File: config.mk
export PLATFORM = sky130hd
export DESIGN_NAME = sqrt_add_stage_hs
export DESIGN_NICKNAME = d
export VERILOG_FILES = /design/src/rtl/sqrt_add_stage_hs.sv
export SDC_FILE = /design/constraint.sdc
export NUM_CORES = 1
export LEC_CHECK = 0
export CORE_MARGIN = 1
export CORE_UTILIZATION = 46
export CTS_BUF_LIST = sky130_fd_sc_hd__clkbuf_2 sky130_fd_sc_hd__clkbuf_4 sky130_fd_sc_hd__clkbuf_8
export DETAILED_ROUTE_END_ITERATION = 6
export PLACE_DENSITY = 0.88
export SLEW_MARGIN = 5
export SYNTH_ARGS = -nofsm -noshare
export SYNTH_HDL_FRONTEND = slang
export SYNTH_SLANG_ARGS = --single-unit
File: constraint.sdc
create_clock -name clk -period 1.6 [get_ports clk]
set_input_delay 0.4 -clock clk [delete_from_list [all_inputs] [get_ports clk]]
set_output_delay 0.4 -clock clk [all_outputs]
set_load 0.02 [all_outputs]
File: src/rtl/sqrt_add_stage_hs.sv
// ---------------------------------------------------------------------------
// sqrt_add_stage_hs
//
// Final register stage of the square-root pipeline's split adder. It adds the
// high halves of the two operands plus the carry out of the low half, joins
// the result with the already-computed low-half sum, and presents it (with
// the sideband flags) behind a valid/ready handshake.
//
// Parameters
//   LOW_W   width of the low-half sum input
//   HIGH_W  width of the high-half operands
//   SB_W    sideband width, carried through untouched
//   SKID    1: two-entry skid buffer with a registered in_ready_o
//           0: single register, in_ready_o is combinational
//
// Ports
//   clk          clock, rising edge
//   rst          asynchronous reset, active-high
//   flush_i      synchronous flush of every held entry
//   in_valid_i   upstream beat valid
//   in_ready_o   stage can accept a beat this cycle
//   sb_i         sideband flags of the incoming beat
//   sum_low_i    low-half sum from the previous stage
//   co_i         carry out of the low half
//   a_high_i     operand A high half
//   b_high_i     operand B high half
//   out_valid_o  head entry valid
//   out_ready_i  downstream accepts the head entry
//   sb_o         sideband of the head entry
//   sum_o        {a_high + b_high + co, sum_low} of the head entry
// ---------------------------------------------------------------------------
module sqrt_add_stage_hs #(
    parameter int LOW_W  = 8,
    parameter int HIGH_W = 9,
    parameter int SB_W   = 3,
    parameter int SKID   = 1
) (
    input  logic                     clk,
    input  logic                     rst,
    input  logic                     flush_i,
    input  logic                     in_valid_i,
    output logic                     in_ready_o,
    input  logic [SB_W-1:0]          sb_i,
    input  logic [LOW_W-1:0]         sum_low_i,
    input  logic                     co_i,
    input  logic [HIGH_W-1:0]        a_high_i,
    input  logic [HIGH_W-1:0]        b_high_i,
    output logic                     out_valid_o,
    input  logic                     out_ready_i,
    output logic [SB_W-1:0]          sb_o,
    output logic [HIGH_W+LOW_W:0]    sum_o
);

    localparam int SUM_W  = HIGH_W + LOW_W + 1;
    localparam int DATA_W = SB_W + SUM_W;

    typedef enum logic [1:0] {
        ST_EMPTY = 2'd0,
        ST_ONE   = 2'd1,
        ST_TWO   = 2'd2
    } state_t;

    state_t              state_reg;
    state_t              state_next;
    logic [DATA_W-1:0]   main_reg;
    logic [DATA_W-1:0]   skid_reg;
    logic [HIGH_W:0]     hi_sum;
    logic [DATA_W-1:0]   in_data;
    logic                accept;
    logic                emit;
    logic                load_main;
    logic                load_skid;
    logic                move_skid;

    // High-half sum is one bit wider than the operands so the carry out of
    // the top is always kept: 2*(2^HIGH_W-1)+1 still fits in HIGH_W+1 bits.
    assign hi_sum  = {1'b0, a_high_i} + {1'b0, b_high_i} + {{HIGH_W{1'b0}}, co_i};
    assign in_data = {sb_i, hi_sum, sum_low_i};

    assign out_valid_o = (state_reg != ST_EMPTY);
    assign sb_o        = main_reg[DATA_W-1 -: SB_W];
    assign sum_o       = main_reg[SUM_W-1:0];

    assign accept = in_valid_i & in_ready_o;
    assign emit   = out_valid_o & out_ready_i;

    generate
        if (SKID != 0) begin : g_skid
            // Ready comes straight from a flop so there is no combinational
            // path from out_ready_i to in_ready_o. It is computed from the
            // next state, so it is already correct in the cycle the state
            // changes. The flush term only masks it while flush is asserted.
            logic ready_reg;

            always_ff @(posedge clk or posedge rst) begin
                if (rst) begin
                    ready_reg <= 1'b0;
                end else begin
                    ready_reg <= (state_next != ST_TWO);
                end
            end

            assign in_ready_o = ready_reg & ~flush_i;
        end else begin : g_noskid
            // Holds ready low while reset is applied and releases it on the
            // first edge afterwards.
            logic alive_reg;

            always_ff @(posedge clk or posedge rst) begin
                if (rst) begin
                    alive_reg <= 1'b0;
                end else begin
                    alive_reg <= 1'b1;
                end
            end

            assign in_ready_o = alive_reg & ~flush_i & (out_ready_i | ~out_valid_o);
        end
    endgenerate

    // Occupancy state machine. With SKID=0 the ONE->TWO arc is unreachable:
    // an accept in ONE implies out_ready_i, hence an emit in the same cycle.
    always_comb begin
        state_next = state_reg;
        load_main  = 1'b0;
        load_skid  = 1'b0;
        move_skid  = 1'b0;
        if (flush_i) begin
            // Flush wins over accept and emit; data registers keep stale
            // contents, only occupancy is cleared.
            state_next = ST_EMPTY;
        end else begin
            case (state_reg)
                ST_EMPTY: begin
                    if (accept) begin
                        state_next = ST_ONE;
                        load_main  = 1'b1;
                    end
                end
                ST_ONE: begin
                    if (accept && !emit) begin
                        state_next = ST_TWO;
                        load_skid  = 1'b1;
                    end else if (accept && emit) begin
                        state_next = ST_ONE;
                        load_main  = 1'b1;
                    end else if (emit) begin
                        state_next = ST_EMPTY;
                    end
                end
                ST_TWO: begin
                    if (emit) begin
                        state_next = ST_ONE;
                        move_skid  = 1'b1;
                    end
                end
                default: begin
                    state_next = ST_EMPTY;
                end
            endcase
        end
    end

    always_ff @(posedge clk or posedge rst) begin
        if (rst) begin
            state_reg <= ST_EMPTY;
        end else begin
            state_reg <= state_next;
        end
    end

    // Data registers are cleared by reset so sb_o/sum_o read zero at once.
    always_ff @(posedge clk or posedge rst) begin
        if (rst) begin
            main_reg <= '0;
            skid_reg <= '0;
        end else begin
            if (load_main) begin
                main_reg <= in_data;
            end else if (move_skid) begin
                main_reg <= skid_reg;
            end
            if (load_skid) begin
                skid_reg <= in_data;
            end
        end
    end

endmodule

Word level (Yosys, flattened, before mapping)
Cells that the tools add are included.

storage, ports and cells
  register bits = 45
  bits of input ports = 35
  output and inout bits = 23
  logic and storage cells = 39

operators by class
  $add $sub $neg = 2
  equality and inequality tests = 3
  multiplexer cells = 20
  bitwise gates (word level) = 4
  reduce and logical (&&, ||, !) cells = 6

operator list
  kind                                                                   count
  21-bit two-way mux                                                     2
  2-bit two-way mux                                                      6
  10-bit by 1-bit adder with 10-bit output                               1
  9-bit by 9-bit adder with 10-bit output                                1
  1-bit two-way mux                                                      10
  2-bit case mux with 3 select lines                                     1
  2-bit nonzero test                                                     2
  1-bit bitwise AND                                                      3
  2-bit by 1-bit equality test with 1-bit output, second input constant  1
  2-bit equality test, second input constant                             1
  1-bit logical AND                                                      2
  2-bit logical NOT                                                      1
  2-bit != test, second input constant                                   1
  1-bit case mux with 2 select lines                                     1
  1-bit logical NOT                                                      1
  1-bit NOT                                                              1

Logic depth before layout (Yosys ltp)
  depth in word-level cells = 9
  mapped depth = 8
  mapped depth without buffers = 8

Worst setup path before layout
OpenSTA, ideal clock, no wires.

  path type = in2reg
  start point = in co_i
  end point = reg main_reg[16]
  data arrival time = 1,984 ps
  data required time = 1,480 ps
  setup slack = -504 ps
  stages = 8
  buffers on the path = 0
  cells stage by stage = inv_1 > fa_1 > fa_1 > nor2b_4 > o31ai_2 > a21oi_1 > o21ai_0 > a31o_1

on the way
  cells in the longest elaborated chain, start to end = 2

ends and longest elaborated chain
  element                                   line  source
  start: declaration                        45    input logic co_i,
  10-bit by 1-bit adder with 10-bit output  77    assign hi_sum = {1'b0, a_high_i} + {1'b0, b_high_i} + {{HIGH_W{1'b0}}, co_i};
  21-bit two-way mux                        178   if (load_main) begin
  end signal: assignment                    179   main_reg <= in_data;
  end signal: assignment                    181   main_reg <= skid_reg;
  end: declaration                          65    logic [DATA_W-1:0] main_reg;

No other way between the ends.
A chain may end at the register's enable or synchronous reset.

Worst setup path in the final report
  start point = in b_high_i[0]
  end point = reg skid_reg[16]

on the way
  cells in the longest elaborated chain, start to end = 2

ends and longest elaborated chain
  element                                   line  source
  start: declaration                        47    input logic [HIGH_W-1:0] b_high_i,
  9-bit by 9-bit adder with 10-bit output   77
  10-bit by 1-bit adder with 10-bit output  77
  end signal: assignment                    184   skid_reg <= in_data;
  end: declaration                          66    logic [DATA_W-1:0] skid_reg;

No other way between the ends.

==> impl_results.md <==
* FILL cells at 289
* Period utilisation layout at 1.13
* Synthesized flop and latch total at 45
* Final hold vios at 0
* Number of flops mapped to enable cells by yosys at 0
* Grt met1 use at 0.290
* Failing checks: setup timing
* Gate power share at 0.352
* Io pins at 58
* CP endpoint kind: flop
* Tmin final at 1.82 ns
* # diodes at 0
* Post-synth top area cell: dfrtp_1
* Initial antenna violation count at 0
* Synthesis Warnings at 0
* Fin. max-slew vios at 0
* Critical path launch point type: primary input
* Critical Path End: skid_reg[16]
* Async S/R FF share, synth at 1.00
* Vias/cell at 5.34
* R2R cell count at 7
* Port Buf Inserts at 57
* Nets at 373
* Post-synthesis sequential area ratio at 0.485
* Top_reg_cell synth: dfrtp_1
* Largest stage delay on the critical path at 0.40 ns
* Slowest CP cell: fa_2
* Most common cell on crit path: fa_2
* Post-DRT Antenna Nets at 0
* Clock power share at 0.206
* WL/cell at 16.5 microns
* Share of cells above drive strength 1 at 0.301
* First-pass GRT wire length at 9.43 mm
* Count leader, synth: nand2_1
* CP cell instances: buf_8, inv_8, fa_2, fa_2, nor2b_4, o31ai_4, a21oi_2, o21ai_2, a31o_1
* GRT met3 Usage at 0.0442
* Chip Height at 73.1 microns
* Most used routing layer: met2
* Clk sinks at 45
* Worst path depth at 9
* Hold Buf Count CTS at 0
* Internal power at roughly 0.0024 W
* Vias at 2116
* Sw Pwr at 0.00120 W
* VDD IR max at about 540 uV
* Remaining Overflow, GRT at 0
* Max clock buf depth at 2
* GRT Total Usage at 0.230
* Synth top area share at 0.485
* Arrival time at the worst endpoint at approximately 2 ns
* CP bufs+invs at 2
* Syn nets at 280
* CTS tree: built
* Synth Cell Area at 2320 sq um
* Dpl hpwl at about 3.8 mm
* Reg2reg setup slack at -0.06 ns
* Clock Latency Late Sink at about 0.31 ns
* Clock Skew at 0.0137 ns
* Top post-synthesis cells by count: 57 x nand2_1, 45 x dfrtp_1, 14 x mux2i_1
* Leak at 1.67 nW
* Drt pass-1 iters at 5
* Syn Inst Count at 235
* Unique masters post-synth at 35
* Top cells by area, synth: dfrtp_1 48%, nand2_1 9.2%, mux2i_1 6.0%, ha_1 4.3%, nor2b_1 2.7%
* CP startpoint: b_high_i[0]
* Num CTS Buffers at 5
* Area grow syn2layout at 57.1%
* CTS H-Tree Depth at 2
* Final worst slack at -0.215 ns
* PwrDens at 983 nW/um^2
* Crit Path Max Fanout at 2
* Die W at roughly 73 microns
* Largest net degree at the start of global routing at 46
* Crit path kind: primary input to flop
* Final setup viols at 11
* Sequential share of power at 0.441
* Synthesized area per cell at 9.88 sq um
* Routed WL at between 6 and 7 mm
* Status: finished with violations
* FF-to-FF Start: state_reg[1]
* Die ar. at 5340 sq um
* FP Rows at 25
* FMAX at 0.551 GHz
* Worst slew pin tran at 0.394 ns
* Sw Ratio at 0.334
* DP Worst Slack at -1.06 ns
* CP top delay family: adder cells
* Max_slew headroom at 0.735
* Worst Hold Class: primary input to asynchronous set/reset pin
* Core Area at 4790 sq um
* DRC viols at 0
* 1st-iter DRT viols at 123
* Worst r2r dst: main_reg[12]
* RSZ-0062 raised after global routing: yes
* End-of-flow core utilization at 0.762
* Worst path required time at around 1.8 ns
* Clock transition at the registers of the reported paths at 0.09 ns
* Routability congestion estimate at 0.776
* Max-cap violations at 0
* Number of global-route vias before repair at approximately 2100
* Initial Util at 0.485
* GRT met2 Usage at 0.399
* Root Driver: clkbuf_8
==> how the worst min path moves through the flow <==
stage | depth (start not counted) | endpoint | startpoint
6_report | 3 | skid_reg[7] | rst
5_1_grt | 3 | skid_reg[7] | rst
4_1_cts | 3 | main_reg[3] | rst
3_5_place_dp | 2 | skid_reg[6] | skid_reg[6]
3_3_place_gp | 2 | skid_reg[5] | skid_reg[5]
2_1_floorplan | 2 | skid_reg[0] | skid_reg[0]
==> through the flow <==
step / cell area [sq um] / total power, W / hold slack, ns / std cells / TNS [ns]
after floorplan: 2360 / 0.00219 / 0.445 / 235 / -1.84
after global placement: 3220 / 0.00268 / 0.457 / 377 / -18.78
after detailed placement: 3220 / 0.00273 / 0.464 / 377 / -19.94
after CTS: 3440 / 0.00344 / 0.449 / 390 / -0.711
after global routing: 3650 / 0.00378 / 0.455 / 396 / -1.97
final: 3650 / 0.00358 / 0.424 / 396 / -1.46
==> cells by family (layout without fill, tap and decap cells) <==
group,Yosys count,in the layout,synth area share
compound gates,55,55,0.145
xor+xnor,6,6,0.0226
mux,15,15,0.0652
flops,45,45,0.485
simple gates,85,85,0.177
fa+ha+maj,10,10,0.0603
buf+inv,19,113,0.0447
==> layout make-up <==
cell class / count / area [sq um] / share of cell area
Clock inverter: 2 / 13.8 / 0.00377
Tap cell: 67 / 83.8 / 0.0230
Multi-Input combinational cell: 171 / 1330 / 0.366
Clock buffer: 6 / 82.6 / 0.0226
Inverter: 9 / 41.3 / 0.0113
Timing Repair Buffer: 96 / 965 / 0.264
Sequential cell: 45 / 1130 / 0.309
==> cell usage in the layout (no fill, tap or decap), drive strengths merged <==
cell	count
xnor2	5
mux2	1
and4b	1
a21oi	13
o31ai	1
mux2i	14
clkinv	3
nor2b	12
o2111ai	1
clkbuf	11
or2	1
nor2	6
nand2	57
inv	8
fa	2
a31oi	2
ha	8
o211ai	1
a21o	2
o21ai	23
and3b	1
o211a	1
nand2b	2
or3	2
clkdlybuf4s15	5
a211oi	7
buf	40
nor4	1
clkdlybuf4s50	15
dlygate4sd2	30
dfrtp	45
dlymetal6s2s	1
xor2	1
a31o	4
and2	2
==> worst min-delay path: cells and delay by family <==
| family | cells | cell delay (ns) |
|---|---|---|
| buffers and inverters | 3 | 0.71 |
==> per-layer routing <==
| layer | up-vias | share of wire |
|---|---|---|
| met2 | 78 | 0.53 |
| met5 | - | 0 |
| met1 | 1034 | 0.40 |
| li1 | 985 | - |
| met3 | 19 | 0.039 |
| met4 | 0 | 0.029 |
==> power by group through the flow <==
stage	clock network, W	registers, W	logic (W)
2_1_floorplan	0	0.00170	0.000491
3_3_place_gp	0	0.00157	0.00111
3_5_place_dp	0	0.00159	0.00115
4_1_cts	0.000744	0.00156	0.00114
5_1_grt	0.000797	0.00161	0.00137
6_report	0.000739	0.00158	0.00126
==> timing repair <==
item                                    in CTS  in global routing
gates resized for setup                     93                 21
gates cloned                                 0                  4
setup buffers                                5                  2
endpoints found under the setup margin      51                 18
pin swaps                                   22                 10
Note: power is estimated with default switching activity, not from simulation.
